## src/rtl/sha256_msg_sched_if.sv

```systemverilog
// Bus between the compression-core FSM and the SHA-256 message scheduler.
//   load_block_i  : load block_i into the schedule window on this edge
//   update_w_i    : advance the schedule by one word on this edge
//   block_i       : 512-bit block, big-endian words (M0 = block_i[511:480])
//   w_t_current_o : current schedule word W[t]
// master = core FSM side, slave = scheduler side.
interface sha256_msg_sched_if;
  logic         load_block_i;
  logic         update_w_i;
  logic [511:0] block_i;
  logic [31:0]  w_t_current_o;

  modport master (
    output load_block_i,
    output update_w_i,
    output block_i,
    input  w_t_current_o
  );

  modport slave (
    input  load_block_i,
    input  update_w_i,
    input  block_i,
    output w_t_current_o
  );
endinterface

```

## src/rtl/sha256_msg_sched.sv

```systemverilog
// SHA-256/SHA-224 message schedule (W-expansion) engine.
// Keeps a sliding 16-word window; slot 0 is the current round word W[t]. Each update
// shifts the window down one slot and appends the next expanded word at slot 15.
// Ports:
//   clk   : system clock, rising-edge
//   rst_n : asynchronous active-low reset, clears the window
//   bus   : sha256_msg_sched_if.slave (load/update strobes, block in, W[t] out)
module sha256_msg_sched (
  input logic                clk,
  input logic                rst_n,
  sha256_msg_sched_if.slave  bus
);

  logic [15:0][31:0] win_q, win_d;
  logic [31:0]       w_new;

  function automatic logic [31:0] rotr(input logic [31:0] x, input int unsigned n);
    return (x >> n) | (x << (32 - n));
  endfunction

  function automatic logic [31:0] sig0(input logic [31:0] x);
    return rotr(x, 7) ^ rotr(x, 18) ^ (x >> 3);
  endfunction

  function automatic logic [31:0] sig1(input logic [31:0] x);
    return rotr(x, 17) ^ rotr(x, 19) ^ (x >> 10);
  endfunction

  // W[t+16] = s1(W[t+14]) + W[t+9] + s0(W[t+1]) + W[t], window slot k holds W[t+k]
  assign w_new = sig1(win_q[14]) + win_q[9] + sig0(win_q[1]) + win_q[0];

  always_comb begin
    win_d = win_q;
    if (bus.load_block_i) begin
      // Load takes priority over a coincident update
      for (int i = 0; i < 16; i++) begin
        win_d[i] = bus.block_i[511 - 32 * i -: 32];
      end
    end else if (bus.update_w_i) begin
      for (int i = 0; i < 15; i++) begin
        win_d[i] = win_q[i + 1];
      end
      win_d[15] = w_new;
    end
  end

  always_ff @(posedge clk or negedge rst_n) begin
    if (!rst_n) begin
      win_q <= '0;
    end else begin
      win_q <= win_d;
    end
  end

  assign bus.w_t_current_o = win_q[0];

endmodule

```

## src/flat_wrapper.sv

```systemverilog
// flat-port wrapper written by rule: the top's interface ports become plain ports
module sha256_msg_sched_flat 
  (clk, rst_n, bus_load_block_i, bus_update_w_i, bus_block_i, bus_w_t_current_o);
  sha256_msg_sched_if bus_i ();
  input logic clk;
  input logic rst_n;
  input wire logic [$bits(bus_i.load_block_i)-1:0] bus_load_block_i;
  input wire logic [$bits(bus_i.update_w_i)-1:0] bus_update_w_i;
  input wire logic [$bits(bus_i.block_i)-1:0] bus_block_i;
  output wire logic [$bits(bus_i.w_t_current_o)-1:0] bus_w_t_current_o;
  assign bus_i.load_block_i = bus_load_block_i;
  assign bus_i.update_w_i = bus_update_w_i;
  assign bus_i.block_i = bus_block_i;
  assign bus_w_t_current_o = bus_i.w_t_current_o;
  sha256_msg_sched u_core (.clk(clk), .rst_n(rst_n), .bus(bus_i));
endmodule
```

## config.mk

```make
export PLATFORM = sky130hd
export DESIGN_NAME = sha256_msg_sched_flat
export DESIGN_NICKNAME = d
export VERILOG_FILES = /design/src/rtl/sha256_msg_sched_if.sv /design/src/rtl/sha256_msg_sched.sv /design/src/flat_wrapper.sv
export SDC_FILE = /design/constraint.sdc
export NUM_CORES = 1
export LEC_CHECK = 0
export CAP_MARGIN = 30
export CORE_ASPECT_RATIO = 1.5
export CORE_MARGIN = 2
export CORE_UTILIZATION = 53
export DETAILED_ROUTE_END_ITERATION = 8
export GPL_TIMING_DRIVEN = 0
export PLACE_DENSITY_LB_ADDON = 0.2
export SLEW_MARGIN = 20
export SYNTH_ARGS = -nofsm -noshare
export SYNTH_HDL_FRONTEND = slang
export SYNTH_SLANG_ARGS = --single-unit
```

## constraint.sdc

```tcl
create_clock -name clk -period 5.2 [get_ports clk]
set_input_delay 1.04 -clock clk [delete_from_list [all_inputs] [get_ports clk]]
set_output_delay 1.04 -clock clk [all_outputs]
set_load 0.03 [all_outputs]
```

==> flow_metrics.env, run 1 <==
export IMPL_status="finished, final reports clean"
export IMPL_timing_critical_path_to_type="flip-flop"
export IMPL_max_slew_vio_count=0
export IMPL_finish_net_count=4092
export IMPL_total_area_of_multi_input_combinational_cells_sq_mm=0.0136
export IMPL_synth_yosys_seq_area_share=0.457
export IMPL_synth_simple_gate_area_share=0.0860
export IMPL_report_power_total_mw=18.0
export IMPL_post_route_ant_nets=0
export IMPL_min_path_type="in2async"
export IMPL_synth_edff_count=0
export IMPL_max_freq_mhz=201
export IMPL_drtIter0Drc=1712
export IMPL_register_bit_total_from_synthesis=512
export IMPL_overflow=0
export IMPL_power_switching_fraction=0.433
export IMPL_p_switching_mw=7.79
export IMPL_synth_compound_gate_area_share=0.117
export IMPL_drc_errors=0
export IMPL_numCtsBuffers=49
export IMPL_std_cell_rows=103
export IMPL_worst_skew_pair_late_latency_ns=0.61
export IMPL_critical_path_peak_fanout=5
export IMPL_cpMaxStageDelayCell="sky130_fd_sc_hd__fa_1"
export IMPL_synth_avg_cell_area_sq_um=9.74
export IMPL_muxShareOfSynthArea=0.177
export IMPL_rsz0062_at_grt="false"
export IMPL_crit_chain="clkbuf_1, xnor2_1, xnor2_1, fa_1, inv_1, fa_1, inv_1, ha_1, inv_1, fa_1, nor2b_1, o2111ai_1, a211o_1, a31oi_1, a21oi_1, xor2_1, a21oi_1"
export IMPL_cap_violations=0
export IMPL_finalWirelength_microns=112000
export IMPL_grt_antenna_before_repair=4
export IMPL_hold_violations=0
export IMPL_timing_worst_slew_pin_value_ns=1.04
export IMPL_number_of_i_o_pins=548
export IMPL_gp_congestion=1.02
export IMPL_period_needed_ns=4.98
export IMPL_wire_per_inst_microns=26.7
export IMPL_postSynthCellCount=2879
export IMPL_cts_sink_count=512
export IMPL_core_area_sq_mm=0.0525
export IMPL_ys_types=50
export IMPL_crit_type="reg2reg"
export IMPL_p_int_mw=10.2
export IMPL_drt_first_pass_iters=5
export IMPL_critical_path_arrival_ns=5.44
export IMPL_power_sequential_fraction=0.285
export IMPL_final_setup_viol_count=0
export IMPL_h_tree_depth=2
export IMPL_clock_skew_ns=0.0373
export IMPL_floorplan_die_area_sq_mm=0.0548
export IMPL_holdBufCountCts=0
export IMPL_async_flop_share=1.00
export IMPL_maximum_vdd_drop_mv=0.501
export IMPL_area_delta_synth_final_pct=28.9
export IMPL_synth_net_count=3488
export IMPL_grt_pass1_vias=25200
export IMPL_avgViaCountPerCell=5.75
export IMPL_clock_tree_buffer_depth=3
export IMPL_critPathLaunchType="flip-flop"
export IMPL_dieHeight_microns=286
export IMPL_fp_dieW_microns=192
export IMPL_layout_filler_cells=4081
export IMPL_worst_path_buf_inv=4
export IMPL_final_min_period_over_clock_period=0.959
export IMPL_start_util=0.535
export IMPL_synth_xor_area_share=0.0456
export IMPL_dp_final_hpwl_microns=91000
export IMPL_grt_total_usage=0.409
export IMPL_layout_area_seq_sq_mm=0.0128
export IMPL_tritoncts="yes"
export IMPL_dominant_combinational_cell_family_by_area_after_synthesis="multiplexers"
export IMPL_final_layout_size_suffix_gt1_frac=0.0353
export IMPL_synthFlopType="sky130_fd_sc_hd__dfrtp_1"
export IMPL_synthAdderAreaFrac=0.0581
export IMPL_numPortBuffers=546
export IMPL_comb_power_share=0.512
export IMPL_via_count=24100
export IMPL_first_pass_grt_wire_length_microns=160000
export IMPL_cts_repair_resized_insts=0
export IMPL_power_per_cell_area_mw_per_mm2=498
export IMPL_timing_critical_path_max_delay_family="adder cells"
export IMPL_cpPeakStageDelay_ns=0.50
export IMPL_clock_root_buffer="sky130_fd_sc_hd__clkbuf_16"
export IMPL_max_slew_margin=0.305
export IMPL_crit_required_ns=5.66
export IMPL_power_share_clock=0.203
export IMPL_utilization=0.689
export IMPL_synth_cell_area_sq_mm=0.0280
export IMPL_yosys_warnings=0
export IMPL_maximum_number_of_pins_on_one_net_before_global_route_repair=102
export IMPL_postCtsSetupRepairBufs=0
export IMPL_static_leakage_power_nw=16.6
export IMPL_worst_setup_hold_path_clk_slew_ns=0.06
[Yosys cell counts, types with 8 or more instances]
| library cell | instances | area (sq um) |
|---|---|---|
| sky130_fd_sc_hd__ha_1 | 31 | 388 |
| sky130_fd_sc_hd__a31oi_1 | 8 | 50.1 |
| sky130_fd_sc_hd__a21oi_1 | 45 | 225 |
| sky130_fd_sc_hd__buf_4 | 32 | 240 |
| sky130_fd_sc_hd__clkbuf_1 | 217 | 815 |
| sky130_fd_sc_hd__xor2_1 | 22 | 193 |
| sky130_fd_sc_hd__buf_1 | 16 | 60.1 |
| sky130_fd_sc_hd__a21o_1 | 11 | 82.6 |
| sky130_fd_sc_hd__fa_1 | 62 | 1240 |
| sky130_fd_sc_hd__o21ai_0 | 513 | 2570 |
| sky130_fd_sc_hd__dfrtp_1 | 512 | 12800 |
| sky130_fd_sc_hd__nand2_1 | 519 | 1950 |
| sky130_fd_sc_hd__nor3b_1 | 15 | 113 |
| sky130_fd_sc_hd__nor2_1 | 24 | 90.1 |
| sky130_fd_sc_hd__nand4_1 | 10 | 62.6 |
| sky130_fd_sc_hd__mux2i_1 | 496 | 4960 |
| sky130_fd_sc_hd__inv_1 | 145 | 544 |
| sky130_fd_sc_hd__xnor2_1 | 124 | 1090 |
[routing by layer]
metal  vias to the layer above  GRT usage  wire length, microns
met3                       368     0.0785                  8030
met4                         6      0.344                 11500
met1                     11700      0.452                 38700
met5                         -          0                    40
met2                      1249      0.676                 53900
li1                      10800          -                     -
[final timing paths]
kind,start,to,slack (ns),cells after the start
min in group clk,u_core.win_q[92],u_core.win_q[92],0.57,2
min,rst_n,u_core.win_q[490],0.37,1
max in group asynchronous,rst_n,u_core.win_q[172],3.13,4
max reg2reg,u_core.win_q[468],u_core.win_q[507],0.22,17
max,u_core.win_q[468],u_core.win_q[507],0.22,17
min reg2reg,u_core.win_q[92],u_core.win_q[92],0.57,2
[stage by stage]
step	cells	setup WS, ns	TNS (ns)	hold slack (ns)	cell area, sq um
after floorplan	2879	1.33	0	0.525	28000
after global placement	4107	-18.83	-9586.60	0.538	34400
after detailed placement	4114	0.284	0	0.562	34500
after CTS	4198	0.257	0	0.368	36100
after global routing	4198	0.0153	0	0.391	36100
final	4199	0.215	0	0.366	36100
[flip-flops by register name, indices dropped and copies added (netlist names)]
register,flops
u_core.win_q,480
u_core.bus.w_t_current_o,32
[kinds of logic (layout without fill, tap and decap cells)]
kind of cell,Yosys count,count (layout)
XOR/XNOR,146,146
AO/OA/AOI/OAI,618,618
other,0,1
multiplexers,496,496
flip-flops,512,512
adder cells (fa/ha/maj),93,93
buffers and inverters,413,1050
AND/OR/NAND/NOR,601,601
[power by group through the flow]
stage	logic (mW)	registers (mW)	clock network, mW
finish	9.21	5.12	3.66
floorplan	6.02	4.83	0
global placement	8.83	5.14	0
CTS	9.07	5.08	3.67
detailed placement	9.01	5.15	0
global route	9.97	5.14	3.82
[cells in the final DEF, fill, tap and decap left out, types with 5 or more instances in the layout]
cell type / count
sky130_fd_sc_hd__a31oi_1: 8
sky130_fd_sc_hd__a21o_1: 11
sky130_fd_sc_hd__nand2_1: 519
sky130_fd_sc_hd__xor2_1: 22
sky130_fd_sc_hd__a21oi_1: 45
sky130_fd_sc_hd__ha_1: 31
sky130_fd_sc_hd__buf_4: 32
sky130_fd_sc_hd__fa_1: 62
sky130_fd_sc_hd__clkdlybuf4s50_1: 545
sky130_fd_sc_hd__nand4_1: 10
sky130_fd_sc_hd__nor2b_1: 5
sky130_fd_sc_hd__buf_1: 16
sky130_fd_sc_hd__o21ai_0: 513
sky130_fd_sc_hd__nor3b_1: 15
sky130_fd_sc_hd__clkbuf_16: 51
sky130_fd_sc_hd__nand3_1: 6
sky130_fd_sc_hd__clkinv_2: 7
sky130_fd_sc_hd__clkbuf_1: 226
sky130_fd_sc_hd__mux2i_1: 496
sky130_fd_sc_hd__clkbuf_8: 12
sky130_fd_sc_hd__nor2_1: 24
sky130_fd_sc_hd__and3_1: 6
sky130_fd_sc_hd__o21bai_1: 7
sky130_fd_sc_hd__buf_16: 5
sky130_fd_sc_hd__inv_1: 145
sky130_fd_sc_hd__xnor2_1: 124
sky130_fd_sc_hd__dfrtp_1: 512
[area by class of cell]
class,count,area share
clock inverter,12,0.00391
clock buffer,72,0.0408
multi-input combinational,1954,0.375
antenna,1,0.0000692
sequential,512,0.354
buffer,268,0.0313
inverter,145,0.0151
timing repair buffer,553,0.156
tap,682,0.0236
(Power assumes the default switching activity.)
==> run 2, diff against run 1 <==
--- a/config.mk
+++ b/config.mk
@@ -5,10 +5,11 @@
 export SDC_FILE = /design/constraint.sdc
 export NUM_CORES = 1
 export LEC_CHECK = 0
+export ABC_AREA = 1
 export CAP_MARGIN = 30
 export CORE_ASPECT_RATIO = 1.5
 export CORE_MARGIN = 2
-export CORE_UTILIZATION = 53
+export CORE_UTILIZATION = 56
 export DETAILED_ROUTE_END_ITERATION = 8
 export GPL_TIMING_DRIVEN = 0
 export PLACE_DENSITY_LB_ADDON = 0.2
==> constraint.sdc (replaced) <==
create_clock -name clk -period 6 [get_ports clk]
set_input_delay 1.2 -clock clk [delete_from_list [all_inputs] [get_ports clk]]
set_output_delay 1.2 -clock clk [all_outputs]
set_load 0.03 [all_outputs]
==> run 2 against run 1 <==
Synthesized area shrank 3.8%. Worst setup slack gained 1.3 ns. Critical endpoint is now u_core.win_q[494]. Count of clock-buffer cells in the layout shrank 8. Total power shrank 15%. Largest power group unchanged. First-iteration DRC count grew 47%.
==> flow_metrics.env, run 2 <==
export IMPL_power_switching_fraction=0.452
export IMPL_worst_setup_hold_path_clk_slew_ns=0.07
export IMPL_drtIter0Drc=2518
export IMPL_holdBufCountCts=0
export IMPL_synth_edff_count=0
export IMPL_ys_types=35
export IMPL_numCtsBuffers=47
export IMPL_core_area_sq_mm=0.0476
export IMPL_grt_pass1_vias=26800
export IMPL_cts_sink_count=512
export IMPL_timing_critical_path_max_delay_family="adder cells"
export IMPL_postSynthCellCount=3056
export IMPL_largest_register_ffs=480
export IMPL_synth_avg_cell_area_sq_um=8.83
export IMPL_max_slew_vio_count=0
export IMPL_maximum_vdd_drop_mv=0.387
export IMPL_p_int_mw=8.38
export IMPL_synthFlopType="sky130_fd_sc_hd__dfrtp_1"
export IMPL_cts_repair_resized_insts=0
export IMPL_gp_congestion=1.02
export IMPL_post_route_ant_nets=0
export IMPL_max_slew_margin=0.294
export IMPL_synth_cells_most_frequent="sky130_fd_sc_hd__nand2_1, sky130_fd_sc_hd__dfrtp_1, sky130_fd_sc_hd__inv_1, sky130_fd_sc_hd__a22oi_1, sky130_fd_sc_hd__o221ai_1"
export IMPL_maximum_number_of_pins_on_one_net_before_global_route_repair=103
export IMPL_grt_antenna_before_repair=10
export IMPL_period_needed_ns=4.44
export IMPL_static_leakage_power_nw=16.7
export IMPL_clock_root_buffer="sky130_fd_sc_hd__clkbuf_16"
export IMPL_overflow=0
export IMPL_power_sequential_fraction=0.278
export IMPL_non_filler_instance_count_after_layout=4304
export IMPL_std_cell_rows=98
export IMPL_synthMostInstantiatedCell="sky130_fd_sc_hd__nand2_1"
export IMPL_cpMaxStageDelayCell="sky130_fd_sc_hd__fa_1"
export IMPL_critical_path_peak_fanout=5
export IMPL_worst_skew_pair_late_latency_ns=0.61
export IMPL_synth_yosys_seq_area_share=0.475
export IMPL_min_path_type="reg2reg"
export IMPL_crit_chain="clkbuf_1, xnor2_1, xor2_1, inv_1, fa_1, inv_1, fa_1, inv_1, ha_1, nand2_2, inv_1, a21oi_1, inv_1, a21oi_1, nand2_2, o21ai_0, nand3_1"
export IMPL_async_flop_share=1.00
export IMPL_cpPeakStageDelay_ns=0.51
export IMPL_place_detailed_instances=4207
export IMPL_dieHeight_microns=273
export IMPL_timing_worst_slew_pin_value_ns=1.06
export IMPL_area_delta_synth_final_pct=29.7
export IMPL_rsz0062_at_grt="false"
export IMPL_number_of_i_o_pins=548
export IMPL_drt_first_pass_iters=7
export IMPL_crit_required_ns=6.42
export IMPL_synth_largest_area_cell="sky130_fd_sc_hd__dfrtp_1"
export IMPL_synth_cell_area_sq_mm=0.0270
export IMPL_report_power_total_mw=15.3
export IMPL_clock_tree_buffer_depth=3
export IMPL_final_layout_size_suffix_gt1_frac=0.0658
export IMPL_fp_dieW_microns=183
export IMPL_first_pass_grt_wire_length_microns=165000
export IMPL_dominant_combinational_cell_family_by_area_after_synthesis="compound AO/OA/AOI/OAI gates"
export IMPL_critical_path_arrival_ns=4.86
export IMPL_synth_largest_type_area_fraction=0.475
export IMPL_avgViaCountPerCell=6.07
export IMPL_wire_per_inst_microns=26.5
export IMPL_hold_violations=0
export IMPL_synth_xor_area_share=0.0422
export IMPL_start_util=0.567
export IMPL_p_switching_mw=6.92
export IMPL_largest_register="u_core.win_q"
export IMPL_status="finished, final reports clean"
export IMPL_tritoncts="yes"
export IMPL_layout_filler_cells=3393
export IMPL_synth_compound_gate_area_share=0.171
export IMPL_floorplan_die_area_sq_mm=0.0500
export IMPL_final_min_period_over_clock_period=0.741
export IMPL_synth_net_count=3665
export IMPL_most_common_layout_cells="sky130_fd_sc_hd__nand2_1, sky130_fd_sc_hd__clkdlybuf4s50_1, sky130_fd_sc_hd__dfrtp_1"
export IMPL_finish_net_count=4265
export IMPL_h_tree_depth=2
export IMPL_postCtsSetupRepairBufs=0
export IMPL_power_share_clock=0.208
export IMPL_clock_skew_ns=0.0392
export IMPL_worst_path_buf_inv=6
export IMPL_numPortBuffers=546
export IMPL_register_bit_total_from_synthesis=512
export IMPL_dp_final_hpwl_microns=92000
export IMPL_power_per_cell_area_mw_per_mm2=437
export IMPL_synth_simple_gate_area_share=0.139
export IMPL_yosys_warnings=0
export IMPL_drc_errors=0
export IMPL_muxShareOfSynthArea=0
export IMPL_layout_cells_most_common="sky130_fd_sc_hd__nand2_1"
export IMPL_final_setup_viol_count=0
export IMPL_comb_power_share=0.513
export IMPL_critPathLaunchType="flip-flop"
export IMPL_crit_type="reg2reg"
export IMPL_critPathMostFrequentCell="sky130_fd_sc_hd__inv_1"
export IMPL_cap_violations=0
export IMPL_via_count=26100
export IMPL_max_freq_mhz=225
export IMPL_grt_total_usage=0.457
export IMPL_synthAdderAreaFrac=0.0604
export IMPL_timing_critical_path_to_type="flip-flop"
export IMPL_finalWirelength_microns=114000
export IMPL_netlist_top_cells_area="sky130_fd_sc_hd__dfrtp_1, sky130_fd_sc_hd__nand2_1, sky130_fd_sc_hd__inv_1"
-- run 2: changes by cell type in the layout (fill, tap and decap cells not counted), sizes merged, moves of 47 or more --
cell,delta
o211ai,+89
nand2,+334
mux2i,-496
a22oi,+203
clkbuf,-132
o21ai,-430
xor2,+47
xnor2,-63
inv,+369
buf,+82
o221ai,+200
-- run 2: layout make-up --
class,count,area (sq um),share of cell area
flip-flops and latches,512,12800,0.366
multi-input cells,1803,11100,0.318
repair buffers,551,5610,0.160
inverters,513,1930,0.0550
clock buffers,64,1380,0.0395
plain buffers,228,1100,0.0315
well taps,600,751,0.0215
clock inverters,24,248,0.00708
diodes,9,22.5,0.000644
-- run 2: power groups by stage --
stage               Combinational [mW]  Clock, mW  Sequential [mW]
finish                            7.86       3.19             4.26
global route                      8.66       3.29             4.28
CTS                               7.64       3.17             4.23
detailed placement                7.56          0             4.29
global placement                  7.51          0             4.29
floorplan                         4.94          0             4.16
-- run 2: per-stage QoR --
step | hold WS (ns) | setup slack, ns | TNS [ns] | utilization | area, sq um
after floorplan | 0.449 | 2.50 | 0 | - | 27000
after global placement | 0.461 | -17.81 | -9075.74 | 0.698 | 33200
after detailed placement | 0.468 | 1.75 | 0 | 0.701 | 33300
after CTS | 0.480 | 1.71 | 0 | 0.735 | 35000
after global routing | 0.514 | 1.43 | 0 | 0.735 | 35000
final | 0.480 | 1.56 | 0 | 0.735 | 35000
-- run 2: cells by family after synthesis --
logic type	Yosys count
adders and majority gates	93
AOI/OAI and AO/OA	619
and+or+nand+nor	961
xor gates and xnor gates	130
buffers and inverters	741
DFF	512
-- run 2: worst register-to-register path, stage by stage, from the launching register on --
cell and delay (ns):
sky130_fd_sc_hd__dfrtp_1 0.34, sky130_fd_sc_hd__clkbuf_1 0.43, sky130_fd_sc_hd__xnor2_1 0.20, sky130_fd_sc_hd__xor2_1 0.29, sky130_fd_sc_hd__inv_1 0.10, sky130_fd_sc_hd__fa_1 0.51
sky130_fd_sc_hd__inv_1 0.05, sky130_fd_sc_hd__fa_1 0.49, sky130_fd_sc_hd__inv_1 0.06, sky130_fd_sc_hd__ha_1 0.37, sky130_fd_sc_hd__nand2_2 0.12, sky130_fd_sc_hd__inv_1 0.05
sky130_fd_sc_hd__a21oi_1 0.28, sky130_fd_sc_hd__inv_1 0.07, sky130_fd_sc_hd__a21oi_1 0.15, sky130_fd_sc_hd__nand2_2 0.12, sky130_fd_sc_hd__o21ai_0 0.49, sky130_fd_sc_hd__nand3_1 0.14
-- run 2: path summary, 6_finish.rpt --
path | start | endpoint | slack, ns | cells after the start
min in group asynchronous | rst_n | u_core.win_q[223] | 0.55 | 1
min reg2reg | u_core.win_q[83] | u_core.win_q[51] | 0.48 | 2
max reg2reg | u_core.win_q[51] | u_core.win_q[494] | 1.56 | 17
max | u_core.win_q[51] | u_core.win_q[494] | 1.56 | 17
max in group asynchronous | rst_n | u_core.win_q[509] | 3.99 | 3
min | u_core.win_q[83] | u_core.win_q[51] | 0.48 | 2
-- run 2: routing by layer --
layer,up-vias,wire length (microns),share of wire,global-route usage
li1,11200,-,-,-
met1,12600,38100,0.33,0.504
met2,1814,52600,0.46,0.739
met3,562,9640,0.084,0.0813
met4,4,13800,0.12,0.448
met5,-,25,0.00022,0
